`src/rtl/rv_pkg.sv`:
```
// Shared RV32I datapath constants used by the integer register file.
package rv_pkg;

    localparam int XLEN      = 32;
    localparam int REG_DEPTH = 32;
    localparam int REG_AW    = 5;
    localparam int ZERO_REG  = 0;

endpackage

```
`src/rtl/reg_file_regn.sv`:
```
// One storage entry: WIDTH-bit register with load enable, async active-low clear.
module regn #(
    parameter int WIDTH = 32
) (
    input  logic             clk,
    input  logic             rst_n,
    input  logic             load,
    input  logic [WIDTH-1:0] d,
    output logic [WIDTH-1:0] q
);

    // Capture d on load; clear to zero whenever reset is asserted.
    always_ff @(posedge clk or negedge rst_n) begin
        if (!rst_n) begin
            q <= '0;
        end else if (load) begin
            q <= d;
        end else begin
            q <= q;
        end
    end

endmodule

```
`src/rtl/reg_file.sv`:
```
// Multi-port integer register file with entry 0 tied to zero, optional
// write-to-read bypass and a per-entry pending scoreboard for decode stalls.
module reg_file
    import rv_pkg::*;
#(
    parameter  int WIDTH  = XLEN,
    parameter  int DEPTH  = REG_DEPTH,
    parameter  int N_READ = 2,
    parameter  int BYPASS = 1,
    localparam int AW     = $clog2(DEPTH)
) (
    input  logic                    clk,
    input  logic                    rst,
    input  logic                    we,
    input  logic [AW-1:0]           waddr,
    input  logic [WIDTH-1:0]        wdata,
    input  logic                    rsv_en,
    input  logic [AW-1:0]           rsv_addr,
    input  logic [N_READ*AW-1:0]    ra,
    output logic [N_READ*WIDTH-1:0] rd,
    output logic [N_READ-1:0]       rd_busy,
    output logic [AW:0]             busy_cnt
);

    localparam logic [AW-1:0] ZERO_ADDR = AW'(ZERO_REG);

    logic [DEPTH-1:0][WIDTH-1:0] ent;
    logic [DEPTH-1:0]            pend_r;
    logic [DEPTH-1:0]            pend_nxt;
    logic [AW:0]                 cnt_nxt;

    // Number of set bits in the pending vector.
    function automatic logic [AW:0] popcount(input logic [DEPTH-1:0] v);
        logic [AW:0] c;
        c = '0;
        for (int i = 0; i < DEPTH; i++) begin
            c = c + {{AW{1'b0}}, v[i]};
        end
        return c;
    endfunction

    assign ent[0] = '0;

    // Storage entries 1..DEPTH-1; entry 0 has no flops.
    for (genvar i = 1; i < DEPTH; i++) begin : g_ent
        regn #(.WIDTH(WIDTH)) u_regn (
            .clk   (clk),
            .rst_n (rst),
            .load  (we && (waddr == AW'(i))),
            .d     (wdata),
            .q     (ent[i])
        );
    end

    // Next pending vector: a write retires its entry, a reserve marks it;
    // the reserve is applied last so a new producer overrides the retiring one.
    always_comb begin
        pend_nxt = pend_r;
        if (we && (waddr != ZERO_ADDR)) begin
            pend_nxt[waddr] = 1'b0;
        end else begin
            pend_nxt = pend_nxt;
        end
        if (rsv_en && (rsv_addr != ZERO_ADDR)) begin
            pend_nxt[rsv_addr] = 1'b1;
        end else begin
            pend_nxt = pend_nxt;
        end
        pend_nxt[0] = 1'b0;
        cnt_nxt     = popcount(pend_nxt);
    end

    // Scoreboard and its population count advance together so they never disagree.
    always_ff @(posedge clk or negedge rst) begin
        if (!rst) begin
            pend_r   <= '0;
            busy_cnt <= '0;
        end else begin
            pend_r   <= pend_nxt;
            busy_cnt <= cnt_nxt;
        end
    end

    // Per-port read mux with optional same-cycle forwarding of the write port.
    for (genvar k = 0; k < N_READ; k++) begin : g_rd
        logic [AW-1:0]    addr;
        logic [WIDTH-1:0] data;
        logic             busy;
        logic             wr_hit;
        logic             rsv_hit;

        assign addr = ra[k*AW +: AW];

        // Select data and busy for this port; reset forces both to zero.
        always_comb begin
            data    = '0;
            busy    = 1'b0;
            wr_hit  = (BYPASS != 0) && we && (waddr == addr);
            rsv_hit = rsv_en && (rsv_addr == addr);
            if (!rst) begin
                data = '0;
                busy = 1'b0;
            end else if (addr == ZERO_ADDR) begin
                data = '0;
                busy = 1'b0;
            end else if (wr_hit) begin
                data = wdata;
                busy = rsv_hit ? pend_r[addr] : 1'b0;
            end else begin
                data = ent[addr];
                busy = pend_r[addr];
            end
        end

        assign rd[k*WIDTH +: WIDTH] = data;
        assign rd_busy[k]           = busy;
    end

endmodule

```
`config.mk`:
```
export PLATFORM = sky130hd
export DESIGN_NAME = reg_file
export DESIGN_NICKNAME = d
export VERILOG_FILES = /design/src/rtl/rv_pkg.sv /design/src/rtl/reg_file_regn.sv /design/src/rtl/reg_file.sv
export SDC_FILE = /design/constraint.sdc
export NUM_CORES = 2
export LEC_CHECK = 0
export BUFFER_PORTS_ARGS = -buffer_cell sky130_fd_sc_hd__buf_2
export CAP_MARGIN = 20
export CORE_MARGIN = 2
export CORE_UTILIZATION = 57
export CTS_BUF_LIST = sky130_fd_sc_hd__clkbuf_16
export CTS_CLUSTER_DIAMETER = 80
export DETAILED_ROUTE_END_ITERATION = 16
export GPL_ROUTABILITY_DRIVEN = 0
export PLACE_DENSITY = 0.78
export SYNTH_ARGS = -nofsm -noshare
export SYNTH_HDL_FRONTEND = slang
export SYNTH_SLANG_ARGS = --single-unit
```
`constraint.sdc`:
```
create_clock -name clk -period 4.7 [get_ports clk]
set_input_delay 0.47 -clock clk [delete_from_list [all_inputs] [get_ports clk]]
set_output_delay 0.47 -clock clk [all_outputs]
set_load 0.02 [all_outputs]
```
# Yosys cells after proc, flatten, opt, wreduce, memory -nomap -nowiden
# Index checks and enable logic that the tools add are counted.
# word_totals
reg_bits	1029
output_inout_bits	72
elab_cells	178
# classes
addsub	30
magnitude_cmp	6
eq_ne	35
n_mux	28
bitwise_logic	3
reduce_logical	43
# ops
cell	n
binary-select mux 32 bit (select 5 bit)	2
2-to-1 mux 32 bit	10
adder 6 x 1 -> 6 bit	25
== test 5 bit, second input constant	16
== test 5 x 4 -> 1 bit, second input constant	8
logical AND 1 bit	39
AND 32 bit	1
NOT 32 bit	1
OR 32 bit	1
less-than comparator 5 x 6 -> 1 bit, second input constant	4
== test 5 x 3 -> 1 bit, second input constant	4
== test 5 bit	4
2-to-1 mux 1 bit	12
binary-select mux 1 bit (select 5 bit)	2
demux 1 bit (select 5 bit)	2
== test 5 x 2 -> 1 bit, second input constant	2
>= comparator 5 x 1 -> 1 bit, second input constant	2
logical NOT 5 bit	2
nonzero test 5 bit	2
adder 5 x 1 -> 6 bit	1
adder 4 x 1 -> 5 bit	1
== test 5 x 1 -> 1 bit, second input constant	1
adder 3 x 1 -> 4 bit	1
adder 2 x 1 -> 3 bit	1
adder 1 x 1 -> 2 bit	1

# Logic depth before layout (Yosys ltp)
# logic_depth
word_depth	39
depth_mapped	23

# Modules after synthesis
# A second synthesis with hierarchy kept.
# unflattened
hier_cells	3918
hier_area_um2	61705.4
# modules_own_cells
module	n_inst	cells_each	area_per_inst_um2
regn	31	68	1345.0
reg_file	1	1810	20009.2

# Worst setup path after synthesis
# OpenSTA, ideal clock, no wires.
# synth_path
kind	input-to-reg
startpoint	input port waddr[1]
endpoint	register busy_cnt[4]
setup_time_ns	0.080
t_arrival_ns	5.964
t_required_ns	4.620
slack_ns	-1.344
path_stages	19
path_cell_list	nand2b_1 > clkbuf_1 > nor3_1 > nand2_1 > buf_2 > a22o_1 > fa_1 > inv_1 > fa_1 > fa_1 > inv_1 > fa_1 > fa_1 > fa_1 > fa_1 > fa_1 > a21o_1 > a21oi_1 > xnor2_1
# synth_between
elab_cells_between_ends	42
classes_between	add/sub: 30; order compare: 2; mux: 4; bitwise: 3; reduce/logical: 3
# synth_lines
element	line_no	text
start: declaration	reg_file.sv:15	input logic [AW-1:0] waddr,
less-than comparator 5 x 6 -> 1 bit (not written as such) or >= comparator 5 x 1 -> 1 bit (tied branches)	reg_file.sv:60	pend_nxt[waddr] = 1'b0;
logical AND 1 bit (not written as such)	reg_file.sv:60	
2-to-1 mux 1 bit (not written as such)	reg_file.sv:60	
demux 1 bit (select 5 bit)	reg_file.sv:60	
NOT 32 bit (no line)	n/a	
AND 32 bit (no line)	n/a	
2-to-1 mux 32 bit (*)	reg_file.sv:59	if (we && (waddr != ZERO_ADDR)) begin
OR 32 bit (no line)	n/a	
2-to-1 mux 32 bit (*)	reg_file.sv:64	if (rsv_en && (rsv_addr != ZERO_ADDR)) begin
named net pend_nxt[8]	reg_file.sv:29	logic [DEPTH-1:0] pend_nxt;
adder 6 x 1 -> 6 bit (*) (24 in a row)	reg_file.sv:37	c = c + {{AW{1'b0}}, v[i]};
named net cnt_nxt[4]	reg_file.sv:30	logic [AW:0] cnt_nxt;
end signal: assignment	reg_file.sv:80	busy_cnt <= cnt_nxt;
end: declaration	reg_file.sv:22	output logic [AW:0] busy_cnt
# Mark *: on every way through the listed nets, which the timed path passes. The rest lies on a longest branch.
# A chain may end at the register's enable or synchronous reset.

# Final worst setup path
# layout_path
startpoint	input port waddr[0]
endpoint	register busy_cnt[4]
# layout_between
elab_cells_between_ends	42
classes_between	add/sub: 30; order compare: 2; mux: 4; bitwise: 3; reduce/logical: 3
# layout_lines
element	line_no
less-than comparator 5 x 6 -> 1 bit (not written as such) or >= comparator 5 x 1 -> 1 bit (tied branches)	reg_file.sv:60
logical AND 1 bit (not written as such)	reg_file.sv:60
2-to-1 mux 1 bit (not written as such)	reg_file.sv:60
demux 1 bit (select 5 bit)	reg_file.sv:60
NOT 32 bit (no line)	n/a
AND 32 bit (no line)	n/a
2-to-1 mux 32 bit (*)	reg_file.sv:59
OR 32 bit (no line)	n/a
2-to-1 mux 32 bit (*)	reg_file.sv:64
named net pend_nxt[24]	reg_file.sv:29
adder 6 x 1 -> 6 bit (*) (8 in a row)	reg_file.sv:37
named net cnt_nxt[4]	reg_file.sv:30
# Marks and branches as above.

==> out/results.tsv <==
stage	metric	value	unit
status	status	finished with violations	
status	failed_checks	setup timing	
clocking	h-tree-depth	3	
global_route	use_met2	53.5	%
sta	finalHoldViolCount	0	
sta	rsz0062_at_grt	yes	
synthesis	yosysSeqAreaShare	45.5	%
setup_path	slowest_stage	fa_1	
global_route	grt_pass1_wl	280000	microns
detailed_routing	postRouteAntennaNets	0	
setup_path	cp-end-kind	register	
worst_hold_path	hold_class	primary input to register	
synthesis	synth_edf_count	0	
synthesis	synth_top_area_cell	dfrtp_1	
setup_path	path_max_fanout	5	
synthesis	ys.flop_type	dfrtp_1	
global_route	grtUsageMet3	13.4	%
setup_path	crit_arrival	5550	ps
sta	relSlewSlack	25.3	%
floorplanning	fp.dieW	319	microns
detailed_routing	drc	0	
synthesis	synth_area_leaders	dfrtp_1 45%, mux2_2 19%, mux4_2 16%	
floorplanning	rows	115	
placed_design	port_buffers	127	
detailed_routing	routed_wl	190000	microns
synthesis	netlist_area	0.0566	sq mm
clocking	cts_inserted_buffers	108	
sta	clock_skew	15.8	ps
sta	period_needed	4910	ps
global_route	grt.busiest_layer	met2	
flow_run	cap_violations	0	
synthesis	ys_types	70	
synthesis	synthArstFlopShare	100	%
finish	area_growth	10.3	%
floorplanning	fp.coreArea	0.0984	sq mm
clocking	clockBufferDepth	3	
global_route	grtUsageMet1	49.8	%
pwr	p_leak	27.7	nW
global_route	grt_max_degree	162	
setup_path	cp-start-kind	primary input	
synthesis	syn_inst	4144	
finish	final_cells	5572	
synthesis	yosysMostFrequentCell	dfrtp_1	
finish	nets	4277	
synthesis	post-synth-top-area-fraction	45.5	%
synthesis	synth_compound_area_share	5.94	%
global_route	antenna_found_initial	12	
synthesis	syn_avg_cell_area	13.7	sq um
synthesis	synthMuxAreaShare	38.0	%
global_route	grtUsageTotal	37.5	%
clocking	root_buffer	clkbuf_16	
setup_path	critPathRequiredTime	5340	ps
detailed_routing	wl_per_cell	34.1	microns
sta	timing.final.ws_setup	-212	ps
setup_path	critical_path.max_stage_delay	550	ps
sta	tightestPinTransition	1110	ps
synthesis	synth-simple-area-share	5.09	%
global_route	grt_pass1_vias	41400	
placed_design	place_hpwl	115000	microns
setup_path	worstSetupPathType	primary input to register	
synthesis	synthAdderAreaFrac	0.968	%
sta	fin_crit_sh	105	%
global_route	grt_overflow	0	
setup_path	crit_path_frequent_cell	fa_1	
clocking	clock_sinks	1029	
floorplanning	initial_core_util	57.5	%
floorplanning	die_height	319	microns
placed_design	dp.cells	5361	
setup_path	path_cells	buf_2 > nand2b_4 > nor2_4 > nand2_4 > a22o_1 > inv_1 > fa_1 > fa_1 > fa_1 > inv_1 > fa_1 > fa_1 > fa_1 > fa_2 > fa_2 > a21o_1 > a21oi_2 > xnor2_1	
clocking	clk_pin_slew	70	ps
placed_design	dp_slack	-939	ps
pwr	ir_worst_vdd	1530	uV
finish	drive_gt1_share	46.6	%
sta	setup_viol	4	
detailed_routing	vias	40700	
floorplanning	die-area	0.102	sq mm
pwr	power.density	473	mW/mm^2
detailed_routing	avgViaCountPerCell	7.31	
clocking	clk_latency	720	ps
synthesis	synth_top_family_by_area	multiplexers	
synthesis	synth.top_cells.by_count	1029 x dfrtp_1, 950 x mux2_2, 409 x mux4_2	
floorplanning	ioPinCount	128	
sta	max_freq	204	MHz
clocking	cts_tree	done	
detailed_routing	drt_iter0_markers	5427	
sta	final-max-slew-violation-count	0	
synthesis	synth_xor_area_share	0.356	%
detailed_routing	drt_first_pass_iters	5	
synthesis	yosys_warnings	0	
synthesis	syn_nets	4230	
synthesis	synth_seq_cells	1029	
report_power, final:
part           internal (mW)  switching [mW]  leakage (nW)
clock                   4.44            3.70          1.72
combinational           5.18            4.22          12.9
sequential              10.7            1.29          13.2
total                   20.3            9.21          27.7
layout make-up:
type	count	area [sq um]
diodes	5	12.5
clock buffers	110	2750
clock inverters	89	528
fillers	7101	36000
inverters	51	191
multi-input cells	2644	28900
flip-flops and latches	1029	25700
well taps	1287	1610
repair buffers	357	2710
what timing repair did:
| item | in CTS | in global routing |
|---|---|---|
| buffers inserted | 5 | 2 |
| setup endpoints to repair | 5 | 5 |
| pin swaps | 2 | 2 |
| gates resized for setup | 5 | 11 |
| endpoints found under the hold margin | 35 | 0 |
| hold buffers | 1 | 0 |
path summary, 6_finish.rpt:
| check | startpoint | slack, ps | to | cells after the start |
|---|---|---|---|---|
| min reg2reg | g_ent[19].u_regn.q[19]$_DFFE_PN0P_ | 490 | g_ent[19].u_regn.q[19]$_DFFE_PN0P_ | 2 |
| max in group asynchronous | rst | 2210 | g_ent[11].u_regn.q[25]$_DFFE_PN0P_ | 4 |
| min in group asynchronous | rst | 260 | pend_r[25]$_DFF_PN0_ | 2 |
| max | waddr[0] | -210 | busy_cnt[4]$_DFF_PN0_ | 18 |
| min | waddr[2] | 190 | pend_r[18]$_DFF_PN0_ | 4 |
| max reg2reg | pend_r[24]$_DFF_PN0_ | -200 | busy_cnt[4]$_DFF_PN0_ | 14 |
layout by cell type (no fill, tap or decap), types with 31 or more instances in the layout:
| cell type | synthesis | routed |
|---|---|---|
| a21oi_1 | 34 | 32 |
| a221oi_1 | 116 | 116 |
| a22o_1 | 70 | 70 |
| buf_2 | 137 | 120 |
| buf_4 | 38 | 206 |
| clkbuf_16 | 0 | 110 |
| dfrtp_1 | 1029 | 1029 |
| inv_1 | 49 | 74 |
| mux2_2 | 950 | 950 |
| mux2i_1 | 83 | 83 |
| mux4_2 | 409 | 409 |
| nand2_1 | 385 | 368 |
| nor2_1 | 85 | 58 |
| nor2b_1 | 34 | 33 |
| nor3_1 | 48 | 40 |
| o21ai_0 | 72 | 72 |
| o22ai_1 | 31 | 31 |
critical path, delay by kind of cell:
family | cells | cell delay (ps)
adders and majority gates | 8 | 3630
AOI/OAI and AO/OA | 3 | 560
and+or+nand+nor | 3 | 480
buffers and inverters | 3 | 290
xor gates and xnor gates | 1 | 130
sequential cells by signal, summed over array words and instances, names as in the netlist:
register	count
busy_cnt	6
pend_r	31
g_ent.u_regn.q	992
through the flow:
stage          util (%)  power (mW)  setup TNS, ps  cell area [sq um]  hold WS, ps
6_report           63.4        29.5           -519              62400          187
5_1_grt            63.4        31.0          -1140              62400          219
4_1_cts            63.4        29.4           -337              62400          175
3_5_place_dp       60.0        21.1          -4290              59000          402
3_3_place_gp       60.0        20.6          -3720              59000          398
2_1_floorplan         -        18.2          -3340              56800          174
layer usage:
layer / part of all wire [%] / up-vias
met5: 0.10 / -
met4: 7.0 / 10
met3: 14 / 776
met2: 43 / 3066
met1: 36 / 21000
li1: - / 15900
cells by family (layout without fill, tap and decap cells):
family,after synthesis,after routing
adders and majority gates,30,30
DFF,1029,1029
other,0,5
xor gates and xnor gates,23,23
muxes,1487,1487
buffers and inverters,471,607
and+or+nand+nor,656,656
AOI/OAI and AO/OA,448,448
Power figures use the tool's default switching activity.
